`src/rtl/sram_pkg.sv`:
```
// Shared types and elaboration helpers for the masked SRAM bank.
//   state_t      - clear-sweep controller states
//   addr_w()     - address width for a given depth, never below 1
//   nlane()      - number of write-mask lanes in a word
//   lane_cfg_ok  - word width is a whole number of lanes
//   rd_lat_ok    - read latency is one of the supported values
package sram_pkg;

    typedef enum logic [0:0] {
        ST_CLEAR = 1'b0,
        ST_READY = 1'b1
    } state_t;

    function automatic int addr_w(input int depth);
        int w;
        w = 1;
        while ((1 << w) < depth) begin
            w = w + 1;
        end
        return w;
    endfunction

    function automatic int nlane(input int width, input int lane_w);
        return width / lane_w;
    endfunction

    function automatic bit lane_cfg_ok(input int width, input int lane_w);
        return (lane_w > 0) && (width >= lane_w) && ((width % lane_w) == 0);
    endfunction

    function automatic bit rd_lat_ok(input int rd_lat);
        return (rd_lat == 1) || (rd_lat == 2);
    endfunction

endpackage

```
`src/rtl/sram_rd_pipe.sv`:
```
// Read-data pipeline for the SRAM bank. Carries the array read result and
// its valid flag through RD_LAT register stages; reset empties every stage
// so reads in flight never produce a q_valid.
//   clk      - clock, rising edge
//   reset    - synchronous, active-high; clears q, q_valid and any stage
//   rd_en    - a read is being issued at this edge
//   rd_data  - array word for the read being issued
//   q        - read data, holds its value when no read completes
//   q_valid  - high for the one cycle q carries a fresh result
module sram_rd_pipe #(
    parameter int RD_LAT = 1,
    parameter int WIDTH  = 128
) (
    input  logic             clk,
    input  logic             reset,
    input  logic             rd_en,
    input  logic [WIDTH-1:0] rd_data,
    output logic [WIDTH-1:0] q,
    output logic             q_valid
);

    generate
        if (RD_LAT == 1) begin : g_lat1
            always_ff @(posedge clk) begin
                if (reset) begin
                    q       <= '0;
                    q_valid <= 1'b0;
                end else begin
                    q_valid <= rd_en;
                    if (rd_en) begin
                        q <= rd_data;
                    end
                end
            end
        end else begin : g_lat2
            logic [WIDTH-1:0] stg_data;
            logic             stg_valid;

            always_ff @(posedge clk) begin
                if (reset) begin
                    stg_data  <= '0;
                    stg_valid <= 1'b0;
                    q         <= '0;
                    q_valid   <= 1'b0;
                end else begin
                    stg_valid <= rd_en;
                    if (rd_en) begin
                        stg_data <= rd_data;
                    end
                    q_valid <= stg_valid;
                    if (stg_valid) begin
                        q <= stg_data;
                    end
                end
            end
        end
    endgenerate

endmodule

```
`src/rtl/sram_mask_bank.sv`:
```
// Single-port SRAM bank with per-lane write mask, 1- or 2-cycle registered
// read and an optional zeroing sweep after reset.
//
//   state    | meaning
//   ---------+-----------------------------------------------------------
//   ST_CLEAR | writing zero to word[ptr] each cycle, requests ignored
//   ST_READY | idle / serving requests
//
// Ports:
//   clk      - clock, rising edge
//   reset    - synchronous, active-high
//   CEN      - chip enable, active-low
//   WEN      - write enable, active-low (1 = read)
//   A        - word address
//   D        - write data
//   M        - per-lane write enable, bit i covers D[i*LANE_W +: LANE_W]
//   Q        - registered read data
//   q_valid  - high for the cycle Q carries a fresh read result
//   busy     - high during reset and the clear sweep; requests ignored
module sram_mask_bank
    import sram_pkg::*;
#(
    parameter int DEPTH        = 16,
    parameter int WIDTH        = 128,
    parameter int LANE_W       = 32,
    parameter int RD_LAT       = 1,
    parameter int CLR_ON_RESET = 1,
    localparam int ADDR_W      = addr_w(DEPTH),
    localparam int NLANE       = nlane(WIDTH, LANE_W)
) (
    input  logic              clk,
    input  logic              reset,
    input  logic              CEN,
    input  logic              WEN,
    input  logic [ADDR_W-1:0] A,
    input  logic [WIDTH-1:0]  D,
    input  logic [NLANE-1:0]  M,
    output logic [WIDTH-1:0]  Q,
    output logic              q_valid,
    output logic              busy
);

    generate
        if (!lane_cfg_ok(WIDTH, LANE_W)) begin : g_bad_lane
            $error("sram_mask_bank: WIDTH must be a multiple of LANE_W");
        end
        if (!rd_lat_ok(RD_LAT)) begin : g_bad_lat
            $error("sram_mask_bank: RD_LAT must be 1 or 2");
        end
    endgenerate

    localparam logic [ADDR_W-1:0] PTR_LAST = ADDR_W'(DEPTH - 1);
    localparam logic [ADDR_W:0]   DEPTH_X  = (ADDR_W + 1)'(DEPTH);

    logic [WIDTH-1:0] mem [0:DEPTH-1];

    state_t            state;
    state_t            state_nxt;
    logic [ADDR_W-1:0] ptr;
    logic [ADDR_W-1:0] ptr_nxt;
    logic              clr_we;

    logic              in_range;
    logic              wr_en;
    logic              rd_en;
    logic [WIDTH-1:0]  rd_data;

    always_ff @(posedge clk) begin
        if (reset) begin
            state <= (CLR_ON_RESET != 0) ? ST_CLEAR : ST_READY;
            ptr   <= '0;
        end else begin
            state <= state_nxt;
            ptr   <= ptr_nxt;
        end
    end

    always_comb begin
        state_nxt = state;
        ptr_nxt   = ptr;
        clr_we    = 1'b0;
        case (state)
            ST_CLEAR: begin
                clr_we  = 1'b1;
                ptr_nxt = ptr + 1'b1;
                if (ptr == PTR_LAST) begin
                    state_nxt = ST_READY;
                    ptr_nxt   = '0;
                end
            end
            ST_READY: begin
                state_nxt = ST_READY;
            end
            default: begin
                state_nxt = ST_READY;
            end
        endcase
    end

    // busy follows reset combinationally so the controller is held off in
    // the very cycle reset is raised, not one edge later.
    assign busy     = reset | (state == ST_CLEAR);
    assign in_range = ({1'b0, A} < DEPTH_X);
    assign wr_en    = !busy && !CEN && !WEN && in_range;
    assign rd_en    = !busy && !CEN && WEN;

    // Out-of-range reads still complete, returning zero instead of an
    // undefined array element.
    assign rd_data  = in_range ? mem[A] : '0;

    // No reset on the array: reset itself never changes stored words.
    always_ff @(posedge clk) begin
        if (!reset) begin
            if (clr_we) begin
                mem[ptr] <= '0;
            end else if (wr_en) begin
                for (int i = 0; i < NLANE; i++) begin
                    if (M[i]) begin
                        mem[A][i*LANE_W +: LANE_W] <= D[i*LANE_W +: LANE_W];
                    end
                end
            end
        end
    end

    sram_rd_pipe #(
        .RD_LAT (RD_LAT),
        .WIDTH  (WIDTH)
    ) u_rd_pipe (
        .clk     (clk),
        .reset   (reset),
        .rd_en   (rd_en),
        .rd_data (rd_data),
        .q       (Q),
        .q_valid (q_valid)
    );

endmodule
```
`config.mk`:
```
export PLATFORM = sky130hd
export DESIGN_NAME = sram_mask_bank
export DESIGN_NICKNAME = d
export VERILOG_FILES = /design/src/rtl/sram_pkg.sv /design/src/rtl/sram_rd_pipe.sv /design/src/rtl/sram_mask_bank.sv
export SDC_FILE = /design/constraint.sdc
export NUM_CORES = 2
export LEC_CHECK = 0
export CORE_MARGIN = 1.5
export CORE_UTILIZATION = 60
export CTS_BUF_LIST = sky130_fd_sc_hd__clkbuf_8
export CTS_CLUSTER_DIAMETER = 30
export DETAILED_ROUTE_END_ITERATION = 6
export PLACE_DENSITY = 0.82
export SYNTH_ARGS = -nofsm -noshare
export SYNTH_HDL_FRONTEND = slang
export SYNTH_SLANG_ARGS = --single-unit
export TNS_END_PERCENT = 30
```
`constraint.sdc`:
```
create_clock -name clk -period 5.6 [get_ports clk]
set_input_delay 0.84 -clock clk [delete_from_list [all_inputs] [get_ports clk]]
set_output_delay 0.84 -clock clk [all_outputs]
set_load 0.005 [all_outputs]
```
Word level (Yosys, flattened, before mapping)
Memory sizes are Yosys's and may differ from the RTL's. A register that Yosys moved wholly into a read port is not among the register bits.
Cells that the tools add are included.
Widths: inputs -> output; s select.
Word-level totals
  register bits after elaboration: 6
  RAM bits: 2048
  output and inout bits: 130
  memories kept: 1
Memories
  mem: words 16, bits a word 128, rd ports 1, clocked after Yosys merged registers in 1, write ports 1, RTL line sram_mask_bank.sv:55  | logic [WIDTH-1:0] mem [0:DEPTH-1];
Operators by class
  add/sub/neg operators: 1
  equal/unequal tests: 1
  muxes and demuxes: 29
  bitwise operators: 2
  reduce and logical (&&, ||, !) cells: 7
Operators with widths (count)
  $mux 128: 1
  $reduce_or 128->1: 1
  $mux 1: 24
  $mux 4: 3
  $add 4x1->4 const B: 1
  $eq 4x4->1 const B: 1
  $logic_and 1x1->1: 3
  $logic_not 1->1: 3
  $pmux 1 s2: 1
  $not 1->1: 1
  $or 1x1->1: 1

Depth between registers and ports, before layout
  word-level depth: 11
  depth in mapped cells: 11

Hierarchy
Synthesis repeated with hierarchy kept, for this count alone.
Second synthesis, totals
  cells, all modules: 3785
  area total of the unflattened synthesis: 83696.5 um^2
Modules (own cells, without submodules)
  sram_mask_bank: instances 1, cells an instance 3370, area an instance 79029.5 um^2, sequential area each 61599.1 um^2
  sram_rd_pipe: instances 1, cells an instance 415, area an instance 4667.0 um^2, sequential area each 2582.5 um^2

Least setup slack after synthesis
No wires, ideal clock.
  kind: in2reg
  start: input port reset
  end: memory mem[12][0] (enable)
  setup time: 0.461 ns
  data arrival time: 4.275 ns
  required time: 5.139 ns
  path slack: 0.864 ns
  cell stages on the path: 6
  cells stage by stage: nand2b_4 > nor4_1 > buf_2 > mux2_2 > buf_2 > nor3_1
Between the ends
  longest elaborated chain between the ends: 10
  elaborated cells between the ends (all ways): 25
  those cells by class: mux: 20; bitwise: 1; reduce/logical: 4
RTL lines
  start: declaration: RTL line sram_mask_bank.sv:32  | input logic reset,
  $or 1x1->1: RTL line sram_mask_bank.sv:102  | assign busy = reset | (state == ST_CLEAR);
  $logic_not 1->1: RTL line sram_mask_bank.sv:104  | assign wr_en = !busy && !CEN && !WEN && in_range;
  $logic_and 1x1->1 (2 in series): RTL line sram_mask_bank.sv:104
  $mux 1: RTL line sram_mask_bank.sv:116  | end else if (wr_en) begin
  $mux 1: RTL line sram_mask_bank.sv:114  | if (clr_we) begin
  $mux 1: RTL line sram_mask_bank.sv:113  | if (!reset) begin
  $mux 1 (not written as such): RTL line sram_mask_bank.sv:119  | mem[A][i*LANE_W +: LANE_W] <= D[i*LANE_W +: LANE_W];
  $reduce_or 128->1 (no line)
  $mux 4 (no line)
  end: declaration: RTL line sram_mask_bank.sv:55
Several ways; a longest one is shown, not always the timed one.

Final worst setup path
  start: register state
  end: memory mem[10][47] (enable)
Between the ends
  longest elaborated chain between the ends: 11
  elaborated cells between the ends (all ways): 27
  those cells by class: mux: 21; bitwise: 2; reduce/logical: 4
RTL lines
  start: declaration: RTL line sram_mask_bank.sv:57  | state_t state;
  start signal: assignment: RTL line sram_mask_bank.sv:70  | state <= (CLR_ON_RESET != 0) ? ST_CLEAR : ST_READY;
  start signal: assignment: RTL line sram_mask_bank.sv:73  | state <= state_nxt;
  $not 1->1
  $or 1x1->1: RTL line sram_mask_bank.sv:102
  $logic_not 1->1: RTL line sram_mask_bank.sv:104
  $logic_and 1x1->1 (2 in series): RTL line sram_mask_bank.sv:104
  $mux 1: RTL line sram_mask_bank.sv:116
  $mux 1: RTL line sram_mask_bank.sv:114
  $mux 1: RTL line sram_mask_bank.sv:113
  $mux 1 (not written as such): RTL line sram_mask_bank.sv:119
  $reduce_or 128->1 (no line)
  $mux 4 (no line)
Several ways; a longest one is shown, not always the timed one.

==> summary.txt <==
MaxCap Viol Count -> 0
Slowest stage delay, CP -> 0.77 ns
RSZ-0062 raised after global routing -> no
Average cell area after synthesis -> 22.4 um^2
Yosys reg bits -> 2182
Dpl hpwl -> 98.2 mm
Total negative slack -> 0 ns
Most frequent CP cell -> buf_4
Die area -> 139000 um^2
Crit path DAT -> 4.25 ns
Clock Tree Buf Depth -> 4
Clk Latency, worst-skew pair -> 1.01 ns
Initial DRC count -> 4704
Buffers & Inverters on Critical Path -> 3
Largest net degree at the start of global routing -> 107
GPL Wtd Cong -> 0.764
CP Class -> flip-flop to flip-flop
Row count -> 135
H-Tree Depth -> 5
Cells after Synth -> 3673
Fmax -> 277 MHz
Power Density -> 355 nW/um^2
Worst Setup Start Kind -> flip-flop
Core outline area -> 136000 um^2
Final max-slew violation count -> 0
Critical Path RT -> 6.23 ns
Number of global-route vias before repair -> 41800
Cell Area, Placed -> 87500 um^2
Ranking of synthesized cells by area -> edfxtp_1 75%, mux4_2 14%, dfxtp_1 3.3%, mux2i_1 1.6%, and2_1 1.0%
Clock Sinks -> 2182
Num CTS Buffers -> 378
DRC -> 0
Yosys warns -> 0
Post-synth EDFFs -> 2048
CP Cell Sequence -> nand2b_4 > nor4_2 > buf_12 > mux2i_2 > buf_4 > nor3_2 > buf_4
Place WS -> 1.44 ns
Tcrit/Tclk final -> 0.646
CP endpoint kind -> flip-flop
Syn nets -> 3814
Final antenna-violating net count -> 0
CP max stage cell -> dfxtp_1
Vias -> 39800
Status -> finished, final reports clean
Hold Crit Class -> input port to flip-flop
DR vias/cell -> 6.31
Delay-heaviest family, CP -> buffers and inverters
Most common cell in the netlist -> edfxtp_1
Area leader, netlist -> edfxtp_1
Port Buffers -> 269
Root buffer cell -> clkbuf_8
Post-synthesis sequential area ratio -> 0.781
Worst slew pin tran -> 1.32 ns
Vert. Die Dim -> 373 um
Final hold vios -> 0
Fillcell total -> 7429
Count of cell types in the netlist -> 39
P_leak -> 0.0345 uW
Post-synth top cells -> 2048 x edfxtp_1, 512 x mux4_2, 134 x dfxtp_1
Layout cell share with drive strength beyond 1 -> 0.285
DR WL/cell -> 28.5 um
Worst-path maximum fanout -> 85
# hold bufs at CTS -> 0
Die extent in x -> 373 um
Final WL -> 180 mm
Worst slew margin -> 0.116
GRT overflow -> 0
Reg clk slew, reported paths -> 0.06 ns
Tot GR Track Use -> 0.261
Peak VDD IR -> 177 uV
Worst Skew -> 0.0554 ns
Most used DFF post-synth -> edfxtp_1
Initial Utilization -> 0.606
CTS tree -> done
Async SR Flop Fraction -> 0
Antenna violations before repair -> 4
First-pass GRT wire length -> 266 mm
Setup Fix Bufs, Post-CTS -> 0
Area growth syn-to-layout -> 16.1%
Share of the synthesized area in the top cell type -> 0.748
Nets -> 4361
IO Pins -> 270
Synthesized area -> 82200 um^2
Setup violations, final -> 0
Post-CTS Resized -> 0
Initial DRT Pass Iterations -> 7
Finished layout cell area -> 95400 um^2
Final WS setup -> 1.98 ns
WHS -> 0.394 ns
Post-route minimum period -> 3.62 ns
-- where the power goes --
group	internal [uW]	leakage, uW	total [uW]	switching (uW)
clock	8610	0.00435	15000	6370
combinational	464	0.00680	1050	582
sequential	17800	0.0234	17800	38.4
total	26800	0.0345	33800	6990
-- final timing paths --
kind                                        end  cells past startpoint  slack, ns            start
worst max-delay path                mem[10][47]                      7       1.98            state
worst min-delay path                     ptr[1]                      3       0.39            reset
worst max register to register      mem[10][47]                      7       1.98            state
worst min register to register  u_rd_pipe.q[72]                      2       0.47  u_rd_pipe.q[72]
-- layout by cell type (no fill, tap or decap), drive strengths merged, types with 10 or more instances in the layout --
master,netlist,layout
a211oi,10,10
a22oi,109,109
and2,133,133
buf,105,117
bufinv,0,40
clkbuf,109,406
clkdlybuf4s50,0,264
clkinv,1,95
clkinvlp,0,25
dfxtp,134,134
edfxtp,2048,2048
inv,0,111
mux2i,128,128
mux4,512,512
nand2,118,118
nor2,12,12
nor3,64,64
o211ai,109,109
o21ai,10,10
o21bai,10,10
o22ai,10,10
-- worst min-delay path, cell delays in order --
cell and delay [ns]:
buf_2 0.11, buf_4 0.26, nor2_1 0.14
-- metal layers --
layer	part of all wire	vias to the layer above	global-route usage	wire, um
met3	0.097	318	0.0605	17500
met4	0.027	2	0.0897	4850
li1	-	16600	-	-
met1	0.38	20700	0.354	67600
met5	0.000067	-	0	12
met2	0.50	2113	0.422	89900
-- metrics by stage --
stage               power, uW  utilization  instances
floorplan               18800            -       3673
global placement        19200        0.645       5621
detailed placement      19200        0.645       5621
CTS                     34000        0.703       6297
global route            34700        0.703       6302
finish                  33800        0.703       6302
-- state kept, by name (all words and copies together), names as in the netlist --
name,flops
u_rd_pipe.q_valid,1
u_rd_pipe.q,128
ptr,4
state,1
mem,2048
-- cell type report --
class	instances	area [um^2]	area share
flip-flops and latches	2182	64200	0.673
multi-input cells	1276	17300	0.182
clock buffers	406	5590	0.0586
repair buffers	381	3720	0.0389
clock inverters	270	2350	0.0247
well taps	1781	2230	0.0234
diodes	5	12.5	0.000131
inverters	1	8.76	0.0000918
-- kinds of logic (layout without fill, tap and decap cells) --
group	Yosys count	count (layout)	share of synthesized area
xor gates and xnor gates	1	1	0.000107
AOI/OAI and AO/OA	282	282	0.0280
and+or+nand+nor	351	351	0.0222
other	0	5	0
DFF	2182	2182	0.781
buffers and inverters	215	1058	0.0126
adders and majority gates	1	1	0.000152
muxes	641	641	0.156
(Power assumes the default switching activity.)
